**config.mk**
```make
export PLATFORM = sky130hd
export DESIGN_NAME = cart_load_ctrl
export DESIGN_NICKNAME = d
export VERILOG_FILES = /design/src/rtl/cart_load_ctrl.sv
export SDC_FILE = /design/constraint.sdc
export NUM_CORES = 1
export LEC_CHECK = 0
export BUFFER_PORTS_ARGS = -buffer_cell sky130_fd_sc_hd__buf_2
export CAP_MARGIN = 20
export CORE_ASPECT_RATIO = 1.4
export CORE_UTILIZATION = 41
export DETAILED_ROUTE_END_ITERATION = 7
export GPL_ROUTABILITY_DRIVEN = 1
export PLACE_DENSITY = 0.86
export SKIP_LAST_GASP = 1
export SLEW_MARGIN = 10
export SYNTH_ARGS = -nofsm -noshare
export SYNTH_HDL_FRONTEND = slang
export SYNTH_SLANG_ARGS = --single-unit
```
**constraint.sdc**
```tcl
create_clock -name clk -period 1.45 [get_ports clk]
set_input_delay 0.29 -clock clk [delete_from_list [all_inputs] [get_ports clk]]
set_output_delay 0.29 -clock clk [all_outputs]
set_load 0.03 [all_outputs]
```
**src/rtl/cart_load_ctrl.sv**
```systemverilog
`default_nettype none
// ============================================================================
// cart_load_ctrl : streams a cartridge ROM image from ioctl into SDRAM, feeds
//                  the ROM-type detector and commits the resulting slot config.
// Revision 1.0
// ============================================================================
module cart_load_ctrl #(
    parameter logic [7:0]  ROM_INDEX  = 8'h01,
    parameter logic [24:0] SDRAM_BASE = 25'h0,
    parameter logic [24:0] MAX_SIZE   = 25'h400000,
    parameter int          SETTLE_CYC = 4,
    parameter int          RST_CYC    = 16
) (
    input  logic        clk,
    input  logic        reset,
    input  logic        ioctl_download,
    input  logic [7:0]  ioctl_index,
    input  logic        ioctl_wr,
    input  logic [24:0] ioctl_addr,
    input  logic [7:0]  ioctl_dout,
    output logic        ioctl_wait,
    output logic        mem_req,
    output logic [24:0] mem_addr,
    output logic [7:0]  mem_din,
    input  logic        mem_ack,
    output logic        det_isROM,
    output logic        det_we,
    output logic [24:0] det_addr,
    output logic [7:0]  det_dout,
    input  logic [2:0]  det_mapper,
    input  logic [3:0]  det_offset,
    input  logic [24:0] det_size,
    input  logic [2:0]  user_mapper,
    output logic [2:0]  cart_mapper,
    output logic [3:0]  cart_offset,
    output logic [24:0] cart_size,
    output logic        cart_valid,
    output logic        cart_reset,
    output logic        overflow
);

    localparam int SCW = (SETTLE_CYC > 1) ? $clog2(SETTLE_CYC) : 1;
    localparam int RCW = (RST_CYC > 1) ? $clog2(RST_CYC) : 1;
    localparam logic [SCW-1:0] SETTLE_LOAD = SCW'(SETTLE_CYC - 1);
    localparam logic [RCW-1:0] RST_LOAD    = RCW'(RST_CYC - 1);

    typedef enum logic [2:0] {
        S_IDLE   = 3'd0,
        S_LOAD   = 3'd1,
        S_WRITE  = 3'd2,
        S_SETTLE = 3'd3,
        S_COMMIT = 3'd4,
        S_RSTP   = 3'd5
    } state_t;

    state_t         state, state_n;
    logic           act, act_d, act_rise;
    logic           pending, pending_n;
    logic [SCW-1:0] settle_cnt, settle_cnt_n;
    logic [RCW-1:0] rst_cnt, rst_cnt_n;
    logic [24:0]    lat_addr, lat_addr_n;
    logic [7:0]     lat_data, lat_data_n;
    logic [24:0]    mem_addr_n;
    logic           mem_req_n, ioctl_wait_n, det_we_n, det_isrom_n;
    logic [2:0]     cart_mapper_n;
    logic [3:0]     cart_offset_n;
    logic [24:0]    cart_size_n;
    logic           cart_valid_n, cart_reset_n, overflow_n;

    assign act      = ioctl_download && (ioctl_index == ROM_INDEX);
    assign act_rise = act && !act_d;

    // Both sinks see the same latched byte, so the detector only ever observes stored data.
    assign mem_din  = lat_data;
    assign det_dout = lat_data;
    assign det_addr = lat_addr;

    always_comb begin
        state_n       = state;
        pending_n     = pending;
        settle_cnt_n  = settle_cnt;
        rst_cnt_n     = rst_cnt;
        lat_addr_n    = lat_addr;
        lat_data_n    = lat_data;
        mem_addr_n    = mem_addr;
        mem_req_n     = mem_req;
        ioctl_wait_n  = ioctl_wait;
        det_we_n      = 1'b0;
        det_isrom_n   = det_isROM;
        cart_mapper_n = cart_mapper;
        cart_offset_n = cart_offset;
        cart_size_n   = cart_size;
        cart_valid_n  = cart_valid;
        cart_reset_n  = cart_reset;
        overflow_n    = overflow;

        // A new download arriving while the previous one is still being wrapped up.
        if (act_rise && (state inside {S_SETTLE, S_COMMIT, S_RSTP})) begin
            pending_n = 1'b1;
        end

        case (state)
            S_IDLE: begin
                if (act_rise || pending) begin
                    state_n      = S_LOAD;
                    pending_n    = 1'b0;
                    cart_valid_n = 1'b0;
                    overflow_n   = 1'b0;
                    det_isrom_n  = 1'b1;
                end
            end
            S_LOAD: begin
                if (!act) begin
                    state_n      = S_SETTLE;
                    settle_cnt_n = SETTLE_LOAD;
                end else if (ioctl_wr) begin
                    if (ioctl_addr < MAX_SIZE) begin
                        lat_addr_n   = ioctl_addr;
                        lat_data_n   = ioctl_dout;
                        mem_addr_n   = SDRAM_BASE + ioctl_addr;
                        mem_req_n    = 1'b1;
                        ioctl_wait_n = 1'b1;
                        state_n      = S_WRITE;
                    end else begin
                        overflow_n = 1'b1;
                    end
                end
            end
            S_WRITE: begin
                if (mem_ack) begin
                    mem_req_n    = 1'b0;
                    ioctl_wait_n = 1'b0;
                    det_we_n     = 1'b1;
                    state_n      = S_LOAD;
                end
            end
            S_SETTLE: begin
                if (settle_cnt == '0) begin
                    state_n = S_COMMIT;
                end else begin
                    settle_cnt_n = settle_cnt - 1'b1;
                end
            end
            S_COMMIT: begin
                cart_mapper_n = (user_mapper != 3'd0) ? user_mapper : det_mapper;
                cart_offset_n = det_offset;
                cart_size_n   = det_size;
                cart_valid_n  = 1'b1;
                cart_reset_n  = 1'b1;
                det_isrom_n   = 1'b0;
                rst_cnt_n     = RST_LOAD;
                state_n       = S_RSTP;
            end
            S_RSTP: begin
                if (rst_cnt == '0) begin
                    cart_reset_n = 1'b0;
                    state_n      = S_IDLE;
                end else begin
                    rst_cnt_n = rst_cnt - 1'b1;
                end
            end
            default: begin
                state_n = S_IDLE;
            end
        endcase
    end

    always_ff @(posedge clk) begin
        if (reset) begin
            state       <= S_IDLE;
            act_d       <= 1'b0;
            pending     <= 1'b0;
            settle_cnt  <= '0;
            rst_cnt     <= '0;
            lat_addr    <= '0;
            lat_data    <= '0;
            mem_addr    <= '0;
            mem_req     <= 1'b0;
            ioctl_wait  <= 1'b0;
            det_we      <= 1'b0;
            det_isROM   <= 1'b0;
            cart_mapper <= '0;
            cart_offset <= '0;
            cart_size   <= '0;
            cart_valid  <= 1'b0;
            cart_reset  <= 1'b0;
            overflow    <= 1'b0;
        end else begin
            state       <= state_n;
            act_d       <= act;
            pending     <= pending_n;
            settle_cnt  <= settle_cnt_n;
            rst_cnt     <= rst_cnt_n;
            lat_addr    <= lat_addr_n;
            lat_data    <= lat_data_n;
            mem_addr    <= mem_addr_n;
            mem_req     <= mem_req_n;
            ioctl_wait  <= ioctl_wait_n;
            det_we      <= det_we_n;
            det_isROM   <= det_isrom_n;
            cart_mapper <= cart_mapper_n;
            cart_offset <= cart_offset_n;
            cart_size   <= cart_size_n;
            cart_valid  <= cart_valid_n;
            cart_reset  <= cart_reset_n;
            overflow    <= overflow_n;
        end
    end

endmodule
`default_nettype wire

```
==> flow_summary_export.csv <==
group,metric,value,unit
worst_setup_path,cp_data_arrival_time,1.63,ns
detailed_routing,antenna_left,0,
clock_tree,cts_sinks,82,
clock_tree,clk_transition_reported_paths,0.06,ns
sta,hold_slack,0.196,ns
synth,synthesis.nets,502,
synth,syn_inst,419,
worst_setup_path,cp.required,1.69,ns
synth,yosys.area.top_type_share,45.8,%
synth,synth_mux_area_share,0,%
placement,place_inst,668,
power,power_frac_comb,4.3,%
worst_setup_path,endpoint_kind,"flop",
finish,diodes,0,
worst_setup_path,r2r-start,"rst_cnt[1]",
clock_tree,cts_tree,"yes",
synth,synth.ff_latch_count,82,
global_route,antenna_found_initial,0,
sta,maxSlewHeadroom,73.9,%
sta,setup_ws,0.0576,ns
power,power_density,958,nW/um2
synth,netlist_area,3590,um2
synth,synth-warning-count,0,
finish,drive_gt1_share,43.7,%
worst_setup_path,r2r_setup_slack,0.06,ns
global_route,grt_max_degree,36,
detailed_routing,num_vias,3491,
synth,synth_fa_ha_area_share,0.698,%
power,clockPowerShare,47.0,%
finish,layout_commonest_cell,"buf_2",
synth,ys_async_sr_fraction,0,%
global_route,grt_usage,18.9,%
clock_tree,cts_root_buf,"clkbuf_16",
detailed_routing,vias_per_cell,5.07,
finish,nFillCells,758,
finish,post_layout_nonfiller_instances,688,
worst_setup_path,timing.rr.end,"rst_cnt[1]",
synth,ys.flop_type,"dfxtp_1",
worst_setup_path,cp_max_fo,4,
global_route,grt_pass1_vias,3079,
floorplan,dieArea,9130,um2
hold_path,worstHoldPathCells,3,
floorplan,row_count,40,
synth,synth_top_family_by_area,"simple AND/OR/NAND/NOR gates",
synth,synth.top_cells.by_area,"dfxtp_1 46%, a21oi_1 9.1%, buf_4 7.3%",
sta,post-route-min-period,1.39,ns
placement,place.gp.congestion,0.777,
placement,preCtsSetupSlack,-0.225,ns
global_route,grt_pass1_wl,13.5,mm
detailed_routing,wire_per_inst,12.8,um
power,intPower,3.72,mW
worst_setup_path,cp_cell_sequence,"inv_2 > ha_4 > nor3b_4 > buf_4 > a22o_1 > a221oi_2",
finish,layout.nets,662,
synth,synth_seq_area_share,45.8,%
sta,fin_worst_skew,0.00505,ns
synth,synth_edf_count,0,
floorplan,initial_utilization,41.9,%
synth,synth_area_leader_cell,"dfxtp_1",
clock_tree,hold_buffers,0,
power,p_sw,0.908,mW
worst_setup_path,path_class,"reg2reg",
synth,synth-compound-area-share,19.1,%
worst_setup_path,worst_path_largest_cell_delay,0.33,ns
sta,worstMarginPinSlew,0.390,ns
synth,synthXorXnorAreaFrac,0.488,%
power,seqPwrFrac,48.7,%
job,cap_violations,0,
clock_tree,cts_buffer_depth,2,
floorplan,core-area,8560,um2
detailed_routing,firstDrtPassIters,4,
sta,rsz0062_at_grt,"true",
sta,finalSetupViolCount,0,
worst_setup_path,r2r_cells,6,
synth,ys_types,45,
hold_path,min_to,"cart_size[9]",
global_route,grt-ovfl-total,0,
floorplan,io_pins,186,
detailed_routing,drt_first_iter_violations,145,
finish,final_cell_mix,"185 x buf_2, 78 x dfxtp_1, 65 x a21oi_1",
sta,hold_violations,0,
floorplan,die_w,81.0,um
synth,syn_avg_cell_area,8.56,um2
power,irDropWorstVdd,779,uV
detailed_routing,drc,0,
synth,synthSimpleGateAreaFrac,20.6,%
clock_tree,htreeDepth,3,
sta,period_share,96.0,%
hold_path,hold_start,"det_size[9]",
placement,portBuffers,185,
finish,area_growth,34.9,%
clock_tree,clock_latency,0.33,ns
floorplan,die_h,113,um
placement,dp.final_hpwl,6.58,mm
sta,slew_viol_final,0,
worst_setup_path,worst_setup_path_start_kind,"flop",
outcome,status,"completed",
sta,fmax,718,MHz
detailed_routing,wirelength,8.80,mm
finish,utilization,56.5,%
power,sw_frac_of_total,19.6,%
hold_path,hp-class,"in2reg",
power,power.leakage,2.22,nW
clock_tree,cts_made_buffers,9,
worst_setup_path,crit_path_top_delay_cell,"dfxtp_2",
[power groups by stage]
stage	combinational [mW]	clock (mW)	sequential, mW
floorplan	0.0600	0	2.31
global placement	0.193	0	2.31
detailed placement	0.197	0	2.31
CTS	0.199	2.24	2.26
global route	0.219	2.32	2.25
finish	0.200	2.18	2.25
[synthesized netlist by cell type (2+ instances only)]
cell / number
nand2_1: 64
clkbuf_2: 2
o21ai_1: 5
o31ai_1: 2
xnor2_1: 2
nand2b_1: 2
clkbuf_1: 12
nor3b_2: 2
buf_2: 10
buf_4: 35
or3_1: 2
buf_6: 7
a211oi_1: 8
nor3b_1: 4
a21oi_1: 65
nor3_1: 9
nand3_1: 31
o21ai_0: 28
nor2_1: 14
ha_1: 2
a311oi_1: 2
nor2b_1: 2
dfxtp_1: 82
nor3b_4: 2
inv_1: 5
[how the worst max path moves through the flow]
stage | from | to | cells after the start
2_1_floorplan | rst_cnt[1] | state[0] | 6
3_3_place_gp | ioctl_index[4] | state[0] | 6
3_5_place_dp | ioctl_index[4] | settle_cnt[0] | 6
4_1_cts | rst_cnt[0] | rst_cnt[1] | 6
5_1_grt | rst_cnt[1] | rst_cnt[1] | 6
6_report | rst_cnt[1] | rst_cnt[1] | 6
[sequential cells by signal (all words and copies together) (netlist names)]
register     count
overflow         1
det_isROM        1
state            3
pending          1
cart_offset      4
det_we           1
settle_cnt       2
act_d            1
cart_reset       1
cart_mapper      3
det_dout         8
cart_valid       1
rst_cnt          4
mem_req          1
cart_size       25
det_addr        25
[logic make-up (layout without fill, tap and decap cells)]
logic type	after synthesis	after routing
flip-flops	82	82
buffers and inverters	72	236
AO/OA/AOI/OAI	119	119
AND/OR/NAND/NOR	142	142
XOR/XNOR	2	2
adder cells (fa/ha/maj)	2	2
[stage by stage]
stage / TNS (ns) / instance area, um2 / total power [mW]
after CTS: -0.0128 / 4770 / 4.70
after floorplan: 0 / 3590 / 2.37
after global placement: -2.98 / 4460 / 2.50
final: 0 / 4840 / 4.63
after detailed placement: -5.75 / 4460 / 2.50
after global routing: -0.0323 / 4840 / 4.80
[critical path, delay by kind of cell (launching register included)]
| kind | cells | cell delay, ns |
|---|---|---|
| AO/OA/AOI/OAI | 2 | 0.45 |
| flip-flops | 1 | 0.33 |
| buffers and inverters | 2 | 0.21 |
| AND/OR/NAND/NOR | 1 | 0.16 |
| adder cells (fa/ha/maj) | 1 | 0.15 |
[timing repair]
item | CTS | global route
pin swaps | 2 | 7
endpoints found under the setup margin | 46 | 43
gates resized for setup | 4 | 14
buffers inserted | 2 | 3
[routing by layer]
metal	GRT usage, %	wire [um]	up-vias
li1	-	-	1723
met1	18.3	3370	1615
met2	36.3	4740	139
met3	5.04	538	14
met4	7.38	150	0
met5	0	0	-
[area by class of cell]
type / count / area, um2 / area share [%]
Sequential cell: 82 / 1650 / 34.2
Multi-Input combinational cell: 265 / 1510 / 31.3
Timing Repair Buffer: 216 / 1230 / 25.5
Clock buffer: 12 / 246 / 5.10
Tap cell: 105 / 131 / 2.72
Clock inverter: 3 / 40.0 / 0.828
Inverter: 5 / 18.8 / 0.388
No activity file was read; power rests on OpenSTA's default activity.
